$ cat config.mk
export PLATFORM = sky130hd
export DESIGN_NAME = pkt_sender
export DESIGN_NICKNAME = d
export VERILOG_FILES = /design/src/rtl/pkt_sender_pkg.sv /design/src/rtl/pkt_fifo.sv /design/src/rtl/pkt_sender.sv
export SDC_FILE = /design/constraint.sdc
export NUM_CORES = 1
export LEC_CHECK = 0
export ABC_CLOCK_PERIOD_IN_PS = 3050
export CAP_MARGIN = 10
export CORE_MARGIN = 2
export CORE_UTILIZATION = 50
export DETAILED_ROUTE_END_ITERATION = 6
export PLACE_DENSITY_LB_ADDON = 0.15
export RECOVER_POWER = 100
export SETUP_SLACK_MARGIN = 0.2
export SLEW_MARGIN = 20
export SYNTH_ARGS = -nofsm -noshare
export SYNTH_HDL_FRONTEND = slang
export SYNTH_SLANG_ARGS = --single-unit
$ cat constraint.sdc
create_clock -name clk -period 3.05 [get_ports clk]
set_input_delay 0.305 -clock clk [delete_from_list [all_inputs] [get_ports clk]]
set_output_delay 0.305 -clock clk [all_outputs]
set_load 0.005 [all_outputs]
$ cat src/rtl/pkt_sender_pkg.sv
// Shared types and widths for the packet sender and its word FIFO.
package pkt_sender_pkg;

  localparam int unsigned AddrW       = 32;
  localparam int unsigned DataW       = 32;
  localparam int unsigned LenWDefault = 16;
  // Byte lane index inside a 32-bit word.
  localparam int unsigned ByteIdxW    = 2;

  typedef enum logic [1:0] {
    StIdle,
    StFetch,
    StDrain,
    StDone
  } state_e;

  // Number of whole words needed to cover len bytes.
  function automatic logic [31:0] words_for_len(input logic [31:0] len);
    return (len + 32'd3) >> 2;
  endfunction

endpackage

$ cat src/rtl/pkt_fifo.sv
// Synchronous word FIFO; head entry is visible on rdata_o without a pop.
module pkt_fifo #(
  parameter int unsigned DEPTH = 4,
  parameter int unsigned WIDTH = 32
) (
  input  logic             clk,
  input  logic             rst,
  input  logic             push_i,
  input  logic [WIDTH-1:0] wdata_i,
  input  logic             pop_i,
  output logic [WIDTH-1:0] rdata_o,
  output logic             full_o,
  output logic             empty_o
);

  localparam int unsigned PtrW = $clog2(DEPTH);

  logic [WIDTH-1:0] mem_q [DEPTH];
  logic [PtrW-1:0]  wptr_q, rptr_q;
  logic [PtrW:0]    cnt_q;
  logic             do_push, do_pop;

  assign full_o  = (cnt_q == (PtrW + 1)'(DEPTH));
  assign empty_o = (cnt_q == '0);
  assign rdata_o = mem_q[rptr_q];
  // A push at full is accepted when a pop frees the slot in the same cycle.
  assign do_push = push_i && (!full_o || pop_i);
  assign do_pop  = pop_i && !empty_o;

  // Storage, pointers and occupancy; pointers wrap since DEPTH is a power of two.
  always_ff @(posedge clk or negedge rst) begin
    if (!rst) begin
      for (int i = 0; i < DEPTH; i++) mem_q[i] <= '0;
      wptr_q <= '0;
      rptr_q <= '0;
      cnt_q  <= '0;
    end else begin
      if (do_push) begin
        mem_q[wptr_q] <= wdata_i;
        wptr_q        <= wptr_q + 1'b1;
      end
      if (do_pop) rptr_q <= rptr_q + 1'b1;
      if (do_push && !do_pop) cnt_q <= cnt_q + 1'b1;
      else if (!do_push && do_pop) cnt_q <= cnt_q - 1'b1;
    end
  end

endmodule

$ cat src/rtl/pkt_sender.sv
// Memory-to-byte-stream engine: fetches words over a bus master port and
// streams them LSB first on a valid/ready byte interface.
module pkt_sender
  import pkt_sender_pkg::*;
#(
  parameter int unsigned FIFO_DEPTH = 4,
  parameter int unsigned LEN_W      = LenWDefault
) (
  input  logic             clk,
  input  logic             rst,
  input  logic             start_i,
  input  logic [AddrW-1:0] base_addr_i,
  input  logic [LEN_W-1:0] len_i,
  output logic             mem_req_o,
  output logic [AddrW-1:0] mem_addr_o,
  input  logic             mem_gnt_i,
  input  logic [DataW-1:0] mem_rdata_i,
  output logic [7:0]       tx_data_o,
  output logic             tx_valid_o,
  input  logic             tx_ready_i,
  output logic             busy_o,
  output logic             ready_o,
  output logic [31:0]      id_o
);

  state_e                state_q, state_d;
  logic [AddrW-1:0]      addr_q, addr_d;
  logic [LEN_W-1:0]      bytes_left_q, bytes_left_d;
  logic [LEN_W-1:0]      words_left_q, words_left_d;
  logic [ByteIdxW-1:0]   idx_q, idx_d;
  logic [31:0]           id_q, id_d;

  logic                  active, tx_fire, final_byte;
  logic                  fifo_push, fifo_pop, fifo_full, fifo_empty;
  logic [DataW-1:0]      fifo_rdata;

  // The FIFO head doubles as the serialiser's current word, so a word being
  // streamed still occupies its FIFO slot until its last byte goes out.
  pkt_fifo #(
    .DEPTH (FIFO_DEPTH),
    .WIDTH (DataW)
  ) u_fifo (
    .clk     (clk),
    .rst     (rst),
    .push_i  (fifo_push),
    .wdata_i (mem_rdata_i),
    .pop_i   (fifo_pop),
    .rdata_o (fifo_rdata),
    .full_o  (fifo_full),
    .empty_o (fifo_empty)
  );

  assign active     = (state_q == StFetch) || (state_q == StDrain);
  assign mem_req_o  = (state_q == StFetch) && (words_left_q != '0) && !fifo_full;
  assign mem_addr_o = addr_q;
  assign fifo_push  = mem_req_o && mem_gnt_i;
  assign tx_valid_o = active && !fifo_empty && (bytes_left_q != '0);
  assign tx_data_o  = fifo_rdata[{idx_q, 3'b000} +: 8];
  assign tx_fire    = tx_valid_o && tx_ready_i;
  assign final_byte = tx_fire && (bytes_left_q == LEN_W'(1));
  // Retire the word after lane 3 or after the last byte of the transfer.
  assign fifo_pop   = tx_fire && ((idx_q == 2'd3) || final_byte);
  assign busy_o     = (state_q != StIdle);
  assign ready_o    = (state_q == StDone);
  assign id_o       = id_q;

  // Next-state: command latch, fetch bookkeeping and serialiser counters.
  always_comb begin
    state_d      = state_q;
    addr_d       = addr_q;
    bytes_left_d = bytes_left_q;
    words_left_d = words_left_q;
    idx_d        = idx_q;
    id_d         = id_q;

    if (tx_fire) begin
      bytes_left_d = bytes_left_q - 1'b1;
      idx_d        = fifo_pop ? '0 : idx_q + 1'b1;
    end

    unique case (state_q)
      StIdle: begin
        if (start_i) begin
          addr_d       = {base_addr_i[AddrW-1:2], 2'b00};
          bytes_left_d = len_i;
          words_left_d = LEN_W'(words_for_len(32'(len_i)));
          idx_d        = '0;
          if (len_i == '0) begin
            state_d = StDone;
            id_d    = id_q + 1'b1;
          end else begin
            state_d = StFetch;
          end
        end
      end
      StFetch: begin
        if (fifo_push) begin
          addr_d       = addr_q + 32'd4;
          words_left_d = words_left_q - 1'b1;
          if (words_left_q == LEN_W'(1)) state_d = StDrain;
        end
      end
      StDrain: begin
        if (final_byte) begin
          state_d = StDone;
          id_d    = id_q + 1'b1;
        end
      end
      StDone:  state_d = StIdle;
      default: state_d = StIdle;
    endcase
  end

  // State and datapath registers.
  always_ff @(posedge clk or negedge rst) begin
    if (!rst) begin
      state_q      <= StIdle;
      addr_q       <= '0;
      bytes_left_q <= '0;
      words_left_q <= '0;
      idx_q        <= '0;
      id_q         <= '0;
    end else begin
      state_q      <= state_d;
      addr_q       <= addr_d;
      bytes_left_q <= bytes_left_d;
      words_left_q <= words_left_d;
      idx_q        <= idx_d;
      id_q         <= id_d;
    end
  end

endmodule

==> summary.md <==
| Metric | Value |
|---|---|
| Status | `finished, violations left` |
| Failing checks | `capacitance limit, slew limit` |
| Final #Nets | `1338` |
| Critical path's slowest cell | `mux4_2` |
| Slew @ Worst Pin | `between 2 and 2.5 ns` |
| Synth Flop Type | `dfrtp_1` |
| Mux cell area share after synthesis | `0.1967` |
| Simple-Gate Fraction of Synth Area | `0.1303` |
| Core area | `24180 µm²` |
| Pint | `between 9 and 10 mW` |
| CP Capture Type | `primary output` |
| Area grow syn2layout | `26.56%` |
| Max incr delay on CP | `about 0.50 ns` |
| Clock Tree Buf Depth | `3` |
| Final setup viols | `0` |
| Hold Fails Final Rpt | `0` |
| Clock Latency Late Sink | `between 0.5 and 0.6 ns` |
| Global routing's busiest layer | `met2` |
| Met2 GRT Util | `0.4013` |
| Number of port buffers | `approximately 160` |
| Mapped Avg Cell Area | `roughly 12 µm²` |
| Total clock sinks | `233` |
| Buf/Inv on CP | `4` |
| Synth Area in XOR/XNOR | `0.04439` |
| Initial antenna violation count | `0` |
| Slew headroom | `-0.3470` |
| Num CTS Buffers | `27` |
| Crit path cell chain | `buf_4, buf_12, buf_16, mux4_2, mux4_2, clkdlybuf4s25_1` |
| Pwr dens | `between 900 and 1000 nW/µm²` |
| Synth area leaders | `dfrtp_1 48%, mux2_2 10%, mux4_2 7.4%` |
| # H-tree levels | `1` |
| Crit path max fanout | `7` |
| Static Leak | `6.456 nW` |
| Clk Tree Root Cell | `clkbuf_16` |
| Clk slew on worst S/H paths | `approximately 0.060 ns` |
| Largest family of logic cells by synthesized area | `multiplexers` |
| DRT iter0 DRCs | `between 600 and 700` |
| RSZ-0062 raised after global routing | `true` |
| Synth Area in Compound Gates | `0.1021` |
| Vias per cell | `slightly below 6` |
| First-pass GRT wire length | `50400 µm` |
| Synth cell types | `76` |
| I/O pins | `roughly 160` |
| Req. time, crit path | `around 2.7 ns` |
| # rows | `57` |
| Total global-route track usage | `0.2417` |
| Largest net degree at the start of global routing | `77` |
| Antenna Nets Post-Route | `0` |
| Met1 usage | `0.3320` |
| Final Util | `0.6404` |
| Setup TNS Final | `0 ns` |
| MaxCap Viol Count | `1` |
| TritonCTS clock tree | `yes` |
| Clock Skews | `0.01060 ns` |
| GR Util met3 | `0.04236` |
| DRT Pass-1 Iters | `6` |
| EDFF count, synth | `0` |
| CP arrival | `roughly 2.6 ns` |
| Post-DR wirelength/cell | `roughly 19 µm` |
| DR DRC count | `0` |
| Crit Path Class | `flip-flop to primary output` |
| # diodes | `0` |
| Number of global-route vias before repair | `9408` |
| Post-synthesis cell area | `between 10000 and 15000 µm²` |
| Routed via count | `roughly 9300` |
| Clock share of power | `0.222` |
| Fmax | `345.8 MHz` |
| Post-Synthesis Cells | `1056` |
| Synth Area in Adders | `0.01800` |
| Most frequent cell on the critical path | `mux4_2` |
| DP HPWL | `between 20000 and 25000 µm` |
| GP Congestion | `approximately 0.86` |
| Final Critical Period | `2.892 ns` |
| Chip Width | `~160 µm` |
| Sequential area share after synthesis | `0.4766` |
| CP Launch Type | `flip-flop` |
| Fin crit share | `0.9481` |
| Logic pwr share | `0.411` |
| Yosys warning count | `0` |
| Register share of total power | `0.367` |
| Sw frac | `0.3431` |
| Peak VDD IR | `between 0.0004 and 0.0005 V` |
| Routed WL | `30770 µm` |
| Synthesized flop and latch total | `233` |
| Top-area cell type share of the netlist area | `0.4766` |
| Sw Pwr | `approximately 5.1 mW` |
| Share of cells above drive strength 1 | `0.2291` |
| CP delay by family, top | `multiplexers` |
| Grt ovf | `0` |
| Async SR Flop Fraction | `1.000` |
| Chip height | `160.4 µm` |
| Starting Density | `0.5060` |
| HP Class | `primary input to flip-flop` |
| Post-synth top area cell | `dfrtp_1` |
| Die footprint | `25730 µm²` |
| Count of pins over their slew limit | `75` |
-- timing repair --
item	CTS	global route
endpoints found under the hold margin	72	0
buffers inserted	11	5
cloned	2	0
resized for setup	26	12
hold buffers	1	0
setup endpoints to repair	10	18
pin swaps	1	4
-- worst min-delay path, delay by kind of cell --
family / cells / cell delay [ns]
buf+inv: 1 / 0.40
simple gates: 1 / 0.08
compound gates: 1 / 0.08
-- area by class of cell --
cell class | count | area, µm²
multi-input cells | 736 | 6041
well taps | 324 | 405.4
clock inverters | 9 | 81.33
clock buffers | 41 | 838.3
flip-flops and latches | 233 | 5833
inverters | 22 | 82.58
repair buffers | 216 | 2201
fillers | 1911 | 8695
-- cells in the mapped netlist (5+ instances only) --
| cell | n |
|---|---|
| or3_1 | 6 |
| o22ai_1 | 13 |
| nand4_1 | 27 |
| a311oi_1 | 6 |
| buf_1 | 7 |
| o22a_1 | 5 |
| or2_2 | 7 |
| mux2_1 | 18 |
| xor2_1 | 33 |
| nand2b_1 | 9 |
| nor3_1 | 29 |
| clkbuf_1 | 42 |
| nand2_1 | 65 |
| o31ai_1 | 5 |
| a21oi_1 | 57 |
| and4_1 | 5 |
| a31oi_1 | 14 |
| and3_1 | 7 |
| nor4_1 | 22 |
| buf_4 | 14 |
| nor2_1 | 43 |
| ha_1 | 16 |
| o21ai_0 | 38 |
| nor4b_2 | 5 |
| and2_1 | 7 |
| inv_1 | 22 |
| o2bb2a_1 | 5 |
| xnor2_1 | 29 |
| mux4_2 | 40 |
| mux2_2 | 113 |
| nand3_1 | 32 |
| dfrtp_1 | 233 |
-- path summary, 6_finish.rpt --
kind | slack (ns) | startpoint | end | cells past startpoint
setup / recovery | 0.16 | u_fifo.rptr_q[0] | tx_data_o[2] | 6
hold / removal | 0.36 | base_addr_i[13] | mem_addr_o[13] | 3
setup reg to reg | 0.23 | words_left_q[0] | u_fifo.cnt_q[1] | 9
hold reg to reg | 0.46 | id_o[31] | id_o[31] | 1
max in group asynchronous | 0.58 | rst | words_left_q[4] | 3
min in group asynchronous | 0.87 | rst | u_fifo.mem_q[108] | 2
-- per-stage QoR --
stage               hold WS [ns]  cell area [µm²]  power, mW  cells  setup slack (ns)
finish                    0.3637            15480      14.88   1581            0.1584
detailed placement        0.3290            14370      11.53   1512            0.2507
global placement          0.3281            14350      11.30   1511            0.2950
CTS                       0.3528            15510      15.07   1576            0.2005
global route              0.3954            15480      15.84   1581           0.07898
floorplan               0.009409            12270      9.280   1057            0.1906
-- flip-flops by register name, indices dropped and copies added, names as in the netlist --
register       count
u_fifo.mem_q     128
mem_addr_o        30
id_o              32
u_fifo.rptr_q      2
u_fifo.cnt_q       3
state_q            2
words_left_q      16
bytes_left_q      16
u_fifo.wptr_q      2
idx_q              2
-- cell usage in the layout, fill, tap and decap left out, types with 6 or more instances in the layout --
cell,n
dfrtp_1,231
mux2_2,113
clkdlybuf4s50_1,81
dlygate4sd3_1,65
nand2_1,63
a21oi_1,57
nor2_1,43
mux4_2,40
o21ai_0,38
buf_4,37
xor2_1,33
nand3_1,32
xnor2_1,29
nor3_1,28
nand4_1,27
clkbuf_16,27
inv_1,22
nor4_1,21
mux2_1,18
a31oi_1,14
ha_1,14
o22ai_1,13
buf_12,13
clkbuf_8,11
nand2b_1,9
or2_2,7
and2_1,7
nor4b_1,7
and3_1,7
or3_1,6
a311oi_1,6
clkbuf_1,6
clkbuf_2,6
-- cells by family after synthesis --
kind of cell	after synthesis
buf+inv	88
flops	233
compound gates	192
simple gates	289
fa+ha+maj	17
other cells	1
mux	174
xor+xnor	62
-- power by group through the flow --
| stage | Combinational (mW) | Clock, mW | Sequential, mW |
|---|---|---|---|
| floorplan | 4.10 | 0 | 5.18 |
| global placement | 5.89 | 0 | 5.41 |
| global route | 6.69 | 3.50 | 5.65 |
| detailed placement | 6.05 | 0 | 5.48 |
| finish | 6.12 | 3.30 | 5.46 |
| CTS | 6.26 | 3.35 | 5.45 |
-- routing by layer --
metal | vias to the layer above | part of all wire
met5 | - | 0
met4 | 0 | 0.022
met3 | 49 | 0.047
met2 | 234 | 0.49
met1 | 4645 | 0.44
li1 | 4333 | -
(Power assumes the default switching activity.)
